==> src/rtl/id_ex_stage_reg.sv <==
`default_nettype none
// ============================================================================
// Module      : id_ex_stage_reg
// Description : ID/EX pipeline register for the 5-stage MIPS pipeline.
//               Detects load-use hazards, inserts bubbles, holds on EX stall,
//               clears on branch flush and counts inserted load-use bubbles.
// Revision    : 1.0 - initial release
// ============================================================================
module id_ex_stage_reg #(
    parameter int BUBBLE_CNT_W = 16
) (
    input  logic                    clk,
    input  logic                    rst_n,
    input  logic                    id_valid,
    input  logic [1:0]              id_alu_op,
    input  logic [5:0]              id_funct,
    input  logic                    id_reg_dst,
    input  logic                    id_alu_src,
    input  logic                    id_mem_read,
    input  logic                    id_mem_write,
    input  logic                    id_mem_to_reg,
    input  logic                    id_reg_write,
    input  logic                    id_branch,
    input  logic [31:0]             id_npc,
    input  logic [31:0]             id_rd1,
    input  logic [31:0]             id_rd2,
    input  logic [31:0]             id_imm,
    input  logic [4:0]              id_rs,
    input  logic [4:0]              id_rt,
    input  logic [4:0]              id_rd,
    input  logic                    flush,
    input  logic                    ex_stall,
    output logic                    ex_valid,
    output logic [1:0]              ex_alu_op,
    output logic [5:0]              ex_funct,
    output logic                    ex_reg_dst,
    output logic                    ex_alu_src,
    output logic                    ex_mem_read,
    output logic                    ex_mem_write,
    output logic                    ex_mem_to_reg,
    output logic                    ex_reg_write,
    output logic                    ex_branch,
    output logic [31:0]             ex_npc,
    output logic [31:0]             ex_rd1,
    output logic [31:0]             ex_rd2,
    output logic [31:0]             ex_imm,
    output logic [4:0]              ex_rs,
    output logic [4:0]              ex_rt,
    output logic [4:0]              ex_rd,
    output logic                    stall_upstream,
    output logic [BUBBLE_CNT_W-1:0] bubble_count
);

    localparam logic [BUBBLE_CNT_W-1:0] CNT_ONE = {{(BUBBLE_CNT_W-1){1'b0}}, 1'b1};

    // Everything carried from ID to EX except the valid flag
    typedef struct packed {
        logic [1:0]  alu_op;
        logic [5:0]  funct;
        logic        reg_dst;
        logic        alu_src;
        logic        mem_read;
        logic        mem_write;
        logic        mem_to_reg;
        logic        reg_write;
        logic        branch;
        logic [31:0] npc;
        logic [31:0] rd1;
        logic [31:0] rd2;
        logic [31:0] imm;
        logic [4:0]  rs;
        logic [4:0]  rt;
        logic [4:0]  rd;
    } idex_t;

    idex_t                   id_pkt;
    idex_t                   ex_q;
    idex_t                   ex_d;
    logic                    valid_q;
    logic                    valid_d;
    logic [BUBBLE_CNT_W-1:0] cnt_q;
    logic [BUBBLE_CNT_W-1:0] cnt_d;
    logic                    load_use;

    assign id_pkt = '{
        alu_op:     id_alu_op,
        funct:      id_funct,
        reg_dst:    id_reg_dst,
        alu_src:    id_alu_src,
        mem_read:   id_mem_read,
        mem_write:  id_mem_write,
        mem_to_reg: id_mem_to_reg,
        reg_write:  id_reg_write,
        branch:     id_branch,
        npc:        id_npc,
        rd1:        id_rd1,
        rd2:        id_rd2,
        imm:        id_imm,
        rs:         id_rs,
        rt:         id_rt,
        rd:         id_rd
    };

    // A load in EX whose destination is read by the instruction in ID.
    // rt is always compared even when the ID instruction does not read it;
    // this only costs an occasional unnecessary bubble. $zero never hazards.
    assign load_use = valid_q & ex_q.mem_read & (ex_q.rt != 5'd0) & id_valid &
                      ((ex_q.rt == id_rs) | (ex_q.rt == id_rt));

    // A flush kills the younger instruction in ID, so no hold is requested
    assign stall_upstream = ~flush & (load_use | ex_stall);

    // Next-state selection: flush > stall > load-use bubble > normal load
    always_comb begin
        valid_d = valid_q;
        ex_d    = ex_q;
        cnt_d   = cnt_q;
        if (flush) begin
            valid_d = 1'b0;
            ex_d    = '0;
        end else if (ex_stall) begin
            valid_d = valid_q;
            ex_d    = ex_q;
        end else if (load_use) begin
            valid_d = 1'b0;
            ex_d    = '0;
            if (cnt_q != '1) begin
                cnt_d = cnt_q + CNT_ONE;
            end
        end else begin
            valid_d = id_valid;
            ex_d    = id_valid ? id_pkt : '0;
        end
    end

    // State registers, cleared immediately by the asynchronous reset
    always_ff @(posedge clk or negedge rst_n) begin
        if (!rst_n) begin
            valid_q <= 1'b0;
            ex_q    <= '0;
            cnt_q   <= '0;
        end else begin
            valid_q <= valid_d;
            ex_q    <= ex_d;
            cnt_q   <= cnt_d;
        end
    end

    assign ex_valid      = valid_q;
    assign ex_alu_op     = ex_q.alu_op;
    assign ex_funct      = ex_q.funct;
    assign ex_reg_dst    = ex_q.reg_dst;
    assign ex_alu_src    = ex_q.alu_src;
    assign ex_mem_read   = ex_q.mem_read;
    assign ex_mem_write  = ex_q.mem_write;
    assign ex_mem_to_reg = ex_q.mem_to_reg;
    assign ex_reg_write  = ex_q.reg_write;
    assign ex_branch     = ex_q.branch;
    assign ex_npc        = ex_q.npc;
    assign ex_rd1        = ex_q.rd1;
    assign ex_rd2        = ex_q.rd2;
    assign ex_imm        = ex_q.imm;
    assign ex_rs         = ex_q.rs;
    assign ex_rt         = ex_q.rt;
    assign ex_rd         = ex_q.rd;
    assign bubble_count  = cnt_q;

endmodule
`default_nettype wire
==> config.mk <==
export PLATFORM = sky130hd
export DESIGN_NAME = id_ex_stage_reg
export DESIGN_NICKNAME = d
export VERILOG_FILES = /design/src/rtl/id_ex_stage_reg.sv
export SDC_FILE = /design/constraint.sdc
export NUM_CORES = 1
export LEC_CHECK = 0
export BUFFER_PORTS_ARGS = -buffer_cell sky130_fd_sc_hd__buf_2
export CAP_MARGIN = 20
export CELL_PAD_IN_SITES_DETAIL_PLACEMENT = 1
export CELL_PAD_IN_SITES_GLOBAL_PLACEMENT = 1
export CORE_AREA = 2 2 144 160
export CTS_CLUSTER_SIZE = 25
export DETAILED_ROUTE_END_ITERATION = 6
export DIE_AREA = 0 0 146 162
export GPL_TIMING_DRIVEN = 0
export PLACE_DENSITY_LB_ADDON = 0.05
export REMOVE_ABC_BUFFERS = 1
export SYNTH_ARGS = -nofsm -noshare
export SYNTH_HDL_FRONTEND = slang
export SYNTH_SLANG_ARGS = --single-unit
==> constraint.sdc <==
create_clock -name clk -period 2.2 [get_ports clk]
set_clock_uncertainty 0.05 [all_clocks]
set_input_delay 0.22 -clock clk [delete_from_list [all_inputs] [get_ports clk]]
set_output_delay 0.22 -clock clk [all_outputs]
set_load 0.02 [all_outputs]
After elaboration in Yosys (flattened, before gate mapping) --
Index checks and enable logic that the tools add are counted.
Cells by class: reduce and logical (&&, ||, !) cells 2, add/subtract/negate cells 1, bitwise logic cells 9, equality and inequality tests 4, muxes and demuxes 7
Operators by type and width (count):
- 2-to-1 mux 158 bit | 4
- adder 16 x 1 -> 16 bit, second input constant | 1
- != test 16 bit, second input constant | 1
- equality test 5 bit | 2
- AND 1 bit | 5
- nonzero test 5 bit | 1
- AND reduction 4 bit | 1
- 2-to-1 mux 1 bit | 3
- != test 2 bit, second input constant | 1
- NOT 1 bit | 2
- OR 1 bit | 2
Storage, ports and cells: register bits 175, input port bits 163, output and inout port bits 176

Longest topological paths before layout --
Gate-level depths: netlist of the first run.
depth after elaboration 7, depth in mapped cells 8

Worst setup path before layout of the first run --
OpenSTA, ideal clock, no wires.
kind register -> register, start register cnt_q[0] (netlist: bubble_count[0]), end register cnt_q[1] (netlist: bubble_count[1]), setup slack 4 ps, setup time 128 ps, path buffers 1, cell stages (with the launch flop) 7, arrival time 2018 ps, cell sequence dfrtp_1 -> ha_1 -> nand3_2 -> or4_4 -> nand4_4 -> buf_6 -> mux2_1
On the way: cells in the longest elaborated chain, start to end 2, elaborated cells between the ends (all ways) 3, those cells by class add/sub (1); eq/ne (1); reduce/logical (1)
RTL lines:
- start: declaration | line 81 | logic [BUBBLE_CNT_W-1:0] cnt_q;
- start signal: assignment | line 145 | cnt_q <= cnt_d;
- branches (longest 2 deep; another with adder 16 x 1 -> 16 bit)
Several ways; the timed one is not identified. A chain may end at the register's enable or synchronous reset.

Worst setup path in the final report of the first run --
start register ex_q (netlist bit ex_rt[4]), end output stall_upstream
On the way: cells in the longest elaborated chain, start to end 6, elaborated cells between the ends (all ways) 9, those cells by class eq/ne (2); bitwise (6); reduce/logical (1)
RTL lines:
- start: declaration | line 77 | idex_t ex_q;
- start signal: assignment | line 140 | ex_q <= '0;
- start signal: assignment | line 144 | ex_q <= ex_d;
- nonzero test 5 bit | line 107 | assign load_use = valid_q & ex_q.mem_read & (ex_q.rt != 5'd0) & id_valid &
- AND 1 bit (2 in a row) | line 107
- AND 1 bit * | line 107
- OR 1 bit * | line 111 | assign stall_upstream = ~flush & (load_use | ex_stall);
- AND 1 bit * | line 111
- end: declaration | line 50 | output logic stall_upstream,
Mark *: on every way between the ends. The rest lies on a longest branch, timed or not.

==> flow_summary.yaml, run 1 <==
status:
  outcome: "finished clean"
clock_tree:
  cts.path.max_buffers: 2
  insertion_delay_ns: 0.43
  cts.sinks: 175
  cts_tree: "yes"
  htreeDepth: 4
  cts.clk_slew.worst_paths_ns: 0.06
  numCtsBuffers: 17
  root_buffer: "clkbuf_16"
detailed_routing:
  dr.first_iter.drc_count: 362
  routed_wl_um: 28200
  wl_per_cell_um: 18.1
  vias: 7633
  detail-route-antenna-nets: 0
  avgViaCountPerCell: 4.89
  drc_errors: 0
  drt-pass1-iter-count: 4
sta:
  setup_ws_ns: 0.0961
  max_slew_margin: 0.484
  period_needed_ns: 2.10
  period_share: 0.956
  fmax_ghz: 0.475
  tightest_slew_ns: 0.774
  rsz0062_at_grt: "true"
  finalHoldViolCount: 0
  finalMaxSlewViolations: 0
  setup_violations: 0
pwr:
  powerDensity_nw_per_um2: 658
  irDropWorstVdd_uv: 500
  p_leak_nw: 5.70
die:
  core-area_um2: 22000
  die_h_um: 162
  rows: 57
  dieArea_um2: 23700
  start_util: 0.335
  die_width_um: 146
  pin_count: 339
place:
  dp_hpwl_um: 16800
  dpl_cell_area_um2: 9400
  portBuffers: 338
  place_ws_ns: -0.556
  gp_congestion: 0.776
worst_setup_path:
  worst_path_dominant_cell_family: "flip-flops"
  path_class: "reg -> out"
  cp.required_ns: 1.93
  crit_buf_inv: 1
  cpPeakStageDelay_ns: 0.45
  crit_path_end_kind: "output port"
  path_cells: "xnor2_2, nand3_1, o22ai_4, a21oi_1, nor2_1, buf_4"
  slowest_stage: "dfrtp_2"
  arrival_ns: 1.83
  cp_max_fo: 5
  cp-start-kind: "flop"
synthesis:
  netlist_area_um2: 7370
  synth-seq-cells: 175
  ys_types: 25
  ys_warn_count: 0
  yosys.area_share.simple: 0.219
  yosysSeqAreaShare: 0.594
  syn_avg_cell_area_um2: 9.22
  synthCells: 799
  synth_mux_area_frac: 0.00153
  synth_flop_cell: "dfrtp_1"
  synth-xor-area-share: 0.0297
  synth_edf_count: 0
  async_flop_share: 1.00
  synthAdderAreaFrac: 0.00170
  synth_top_family_by_area: "simple AND/OR/NAND/NOR gates"
  synth_compound_area_frac: 0.111
grt:
  grt_pass1_wl_um: 44100
  grt_overflow: 0
  antenna_found_initial: 3
  grt_max_degree: 109
  grt-busiest-layer: "met2"
  met2_usage: 0.386
  grt_use_total: 0.234
  grt_pass1_vias: 7955
  use_met3: 0.0520
  use_met1: 0.302
layout:
  final_cell_area_um2: 11700
  synthToLayoutAreaGrowth_pct: 58.4
  nets: 1416
  layout_commonest_cell: "buf_2"
  drive_gt1_frac: 0.319
  final_cell_mix: "buf_2 (334), dfrtp_1 (167), nand3_1 (166), nand2_1 (166), a21oi_1 (160)"
job:
  drv_cap: 0
hold_path:
  hold_class: "in -> reg"
-- tightest hold or removal path: stages --
cell	delay (ns)
buf_2	0.11
nand3_1	0.06
a21oi_1	0.06
-- cells by family (layout without fill, tap and decap cells) --
family | Yosys count | count (layout)
compound gates | 163 | 164
xor+xnor | 25 | 25
fa+ha+maj | 1 | 1
buf+inv | 77 | 541
flops | 175 | 175
mux | 1 | 1
other cells | 0 | 1
simple gates | 357 | 357
-- final timing paths --
check | from | to | slack [ns] | cells past startpoint
min | id_rt[3] | ex_rt[3] | 0.02 | 3
max reg2reg | bubble_count[2] | bubble_count[1] | 0.1 | 5
min in group asynchronous | rst_n | ex_rd1[23] | 0.38 | 2
max in group asynchronous | rst_n | ex_rt[1] | 0.81 | 3
max | ex_rt[4] | stall_upstream | 0.1 | 6
min reg2reg | bubble_count[13] | bubble_count[13] | 0.44 | 1
-- final cells by class --
type,instances,area (um2)
multi-input cells,548,2760
inverters,6,35.0
fillers,2620,10300
well taps,295,369
clock buffers,19,433
diodes,1,2.50
flip-flops and latches,175,4390
repair buffers,504,3520
clock inverters,12,160
-- per-layer routing --
metal / wire [um] / vias up
li1: - / 3622
met1: 12100 / 3718
met2: 13700 / 232
met3: 1420 / 57
met4: 887 / 4
met5: 24 / -
-- Yosys cell counts, types with 2 or more instances --
cell type | instances | area share
nor3_1 | 5 | 0.0034
xor2_1 | 10 | 0.012
nor4_1 | 5 | 0.0042
clkbuf_1 | 56 | 0.029
buf_2 | 13 | 0.0088
nor2_1 | 8 | 0.0041
dfrtp_1 | 175 | 0.59
nand2_1 | 166 | 0.085
xnor2_1 | 15 | 0.018
nand4_1 | 2 | 0.0017
nand3_1 | 166 | 0.11
a21oi_1 | 161 | 0.11
inv_1 | 5 | 0.0025
-- what timing repair did --
| action | CTS | global route |
|---|---|---|
| buffers inserted | 2 | 2 |
| pin swaps | 2 | 4 |
| gates cloned | 1 | 1 |
| resized for setup | 5 | 15 |
| hold buffers | 152 | 0 |
| hold endpoints to repair | 251 | 0 |
| setup endpoints to repair | 144 | 12 |
-- metrics by stage --
stage	utilization	instances	power [mW]	setup TNS [ns]	hold slack, ns
3_5_place_dp	0.428	1370	4.37	-62.20	0.284
4_1_cts	0.527	1556	7.76	0	0.000150
2_1_floorplan	-	728	3.81	-756.50	-0.126
5_1_grt	0.531	1560	8.00	-0.0134	0.0211
3_3_place_gp	0.416	1361	4.34	-1916.60	0.418
6_report	0.531	1560	7.67	0	0.0160
-- power breakdown --
group          switching [mW]  total (mW)  leakage [nW]  internal [mW]
logic                   0.662        1.17          3.06          0.509
registers              0.0585        3.38          2.36           3.32
clock network            1.33        3.12         0.282           1.79
Power figures use the tool's default switching activity.
==> run 2: changes to the inputs <==
Settings changed: REMOVE_ABC_BUFFERS 1 to not set.
==> run 2 against run 1 <==
Net effect:
- largest power group unchanged
- sequential share of layout area shrank 0.27 points
- clock power rose by 3%
- global-route usage rose by 1.1 points
- sequential power is essentially flat
==> flow_summary.yaml, run 2 (synthesis results as in run 1) <==
detailed_routing:
  vias: 7886
  routed_wl_um: 29200
  avgViaCountPerCell: 4.86
  wl_per_cell_um: 18.0
  dr.first_iter.drc_count: 258
  detail-route-antenna-nets: 0
  drc_errors: 0
  drt-pass1-iter-count: 4
sta:
  max_slew_margin: 0.528
  tightest_slew_ns: 0.708
  period_share: 0.960
  finalHoldViolCount: 0
  tns_ns: 0
  finalMaxSlewViolations: 0
  fmax_ghz: 0.473
  setup_ws_ns: 0.0879
  period_needed_ns: 2.11
  setup_violations: 0
layout:
  final_cell_mix: "buf_2 (342), dfrtp_1 (167), nand2_1 (166)"
  synthToLayoutAreaGrowth_pct: 59.5
  drive_gt1_frac: 0.315
  nets: 1479
  final_cell_area_um2: 11800
  layout_commonest_cell: "buf_2"
  final_util: 0.535
  layout.cells.non_filler: 1622
worst_setup_path:
  crit_buf_inv: 1
  reg2reg_depth: 6
  cpPeakStageDelay_ns: 0.50
  arrival_ns: 2.38
  path_class: "reg -> reg"
  cp_max_fo: 10
  worst_path_dominant_cell_family: "simple AND/OR/NAND/NOR gates"
  cp-start-kind: "flop"
  rr_endpoint: "bubble_count[1]"
  r2r-start: "bubble_count[10]"
  cp.required_ns: 2.46
  path_cells: "nand4_1, or2_2, or4_4, nand4_4, buf_6, mux2_1"
  crit_path_end_kind: "flop"
  rrSetupSlack_ns: 0.09
  slowest_stage: "or4_4"
grt:
  grt_pass1_wl_um: 45900
  grt_use_total: 0.245
  grt_max_degree: 91
  grt_overflow: 0
  antenna_found_initial: 4
  grt_pass1_vias: 8366
die:
  die_width_um: 146
  pin_count: 339
  dieArea_um2: 23700
  rows: 57
  start_util: 0.335
  die_h_um: 162
  core-area_um2: 22000
place:
  dp_cells: 1431
  portBuffers: 336
  dp_hpwl_um: 19500
  place_ws_ns: -0.399
  dpl_cell_area_um2: 9460
  gp_congestion: 0.751
clock_tree:
  htreeDepth: 4
  cts.path.max_buffers: 2
  numCtsBuffers: 17
  root_buffer: "clkbuf_16"
  cts_tree: "yes"
  cts.sinks: 175
  cts.clk_slew.worst_paths_ns: 0.07
  insertion_delay_ns: 0.43
hold_path:
  hold_class: "in -> reg"
  worstHoldStart: "id_rd1[26]"
  holdPathStages: 3
  hold_end: "ex_rd1[26]"
synthesis:
  syn_nets: 963
status:
  outcome: "finished clean"
job:
  drv_cap: 0
pwr:
  powerDensity_nw_per_um2: 660
  irDropWorstVdd_uv: 477
  p_leak_nw: 5.75
[run 2: routing by layer]
metal  vias to the layer above  global-route usage  wire (um)
li1                       3746                   -          -
met1                      3838               0.299      12100
met2                       256               0.426      14700
met3                        42              0.0629       1750
met4                         4              0.0821        636
met5                         -                   0         26
[run 2: repair_timing]
action	in CTS	in global routing
setup endpoints to repair	166	136
hold endpoints to repair	233	0
pin swaps	2	5
hold buffers	149	0
setup buffers	8	4
gates resized for setup	6	24
[run 2: final cells by class]
type | count | area, um2
Antenna cell | 2 | 5.00
Buffer | 70 | 302
Clock buffer | 17 | 425
Clock inverter | 12 | 184
Fill cell | 2605 | 10200
Inverter | 6 | 22.5
Multi-Input combinational cell | 547 | 2740
Sequential cell | 175 | 4390
Tap cell | 295 | 369
Timing Repair Buffer | 498 | 3320
[run 2: metrics by stage]
step                hold slack [ns]  power (mW)
floorplan                    -0.126        3.89
detailed placement            0.223        4.37
global placement              0.418        4.35
finish                       0.0213        7.75
CTS                         0.00147        7.82
global route                 0.0143        8.08
[run 2: worst max path at each step]
stage | depth (start not counted) | to | slack [ns] | from
finish | 6 | bubble_count[1] | 0.09 | bubble_count[10]
CTS | 6 | stall_upstream | 0.01 | ex_rt[4]
floorplan | 6 | bubble_count[1] | 0.004 | bubble_count[0]
detailed placement | 8 | ex_imm[18] | -0.40 | ex_rt[4]
global placement | 1 | bubble_count[8] | -2.27 | rst_n
global route | 7 | ex_rt[0] | -0.003 | ex_rt[0]
[run 2: worst reg2reg max path, stage by stage, from the launching register on]
cell	delay, ns
dfrtp_1	0.42
nand4_1	0.13
or2_2	0.30
or4_4	0.50
nand4_4	0.13
buf_6	0.15
mux2_1	0.32
[run 2: power by group]
| part | switching (mW) | internal (mW) | total, mW | leakage, nW |
|---|---|---|---|---|
| registers | 0.0607 | 3.32 | 3.38 | 2.36 |
| logic | 0.673 | 0.495 | 1.17 | 3.10 |
| clock network | 1.31 | 1.90 | 3.20 | 0.292 |
| total | 2.04 | 5.72 | 7.75 | 5.75 |
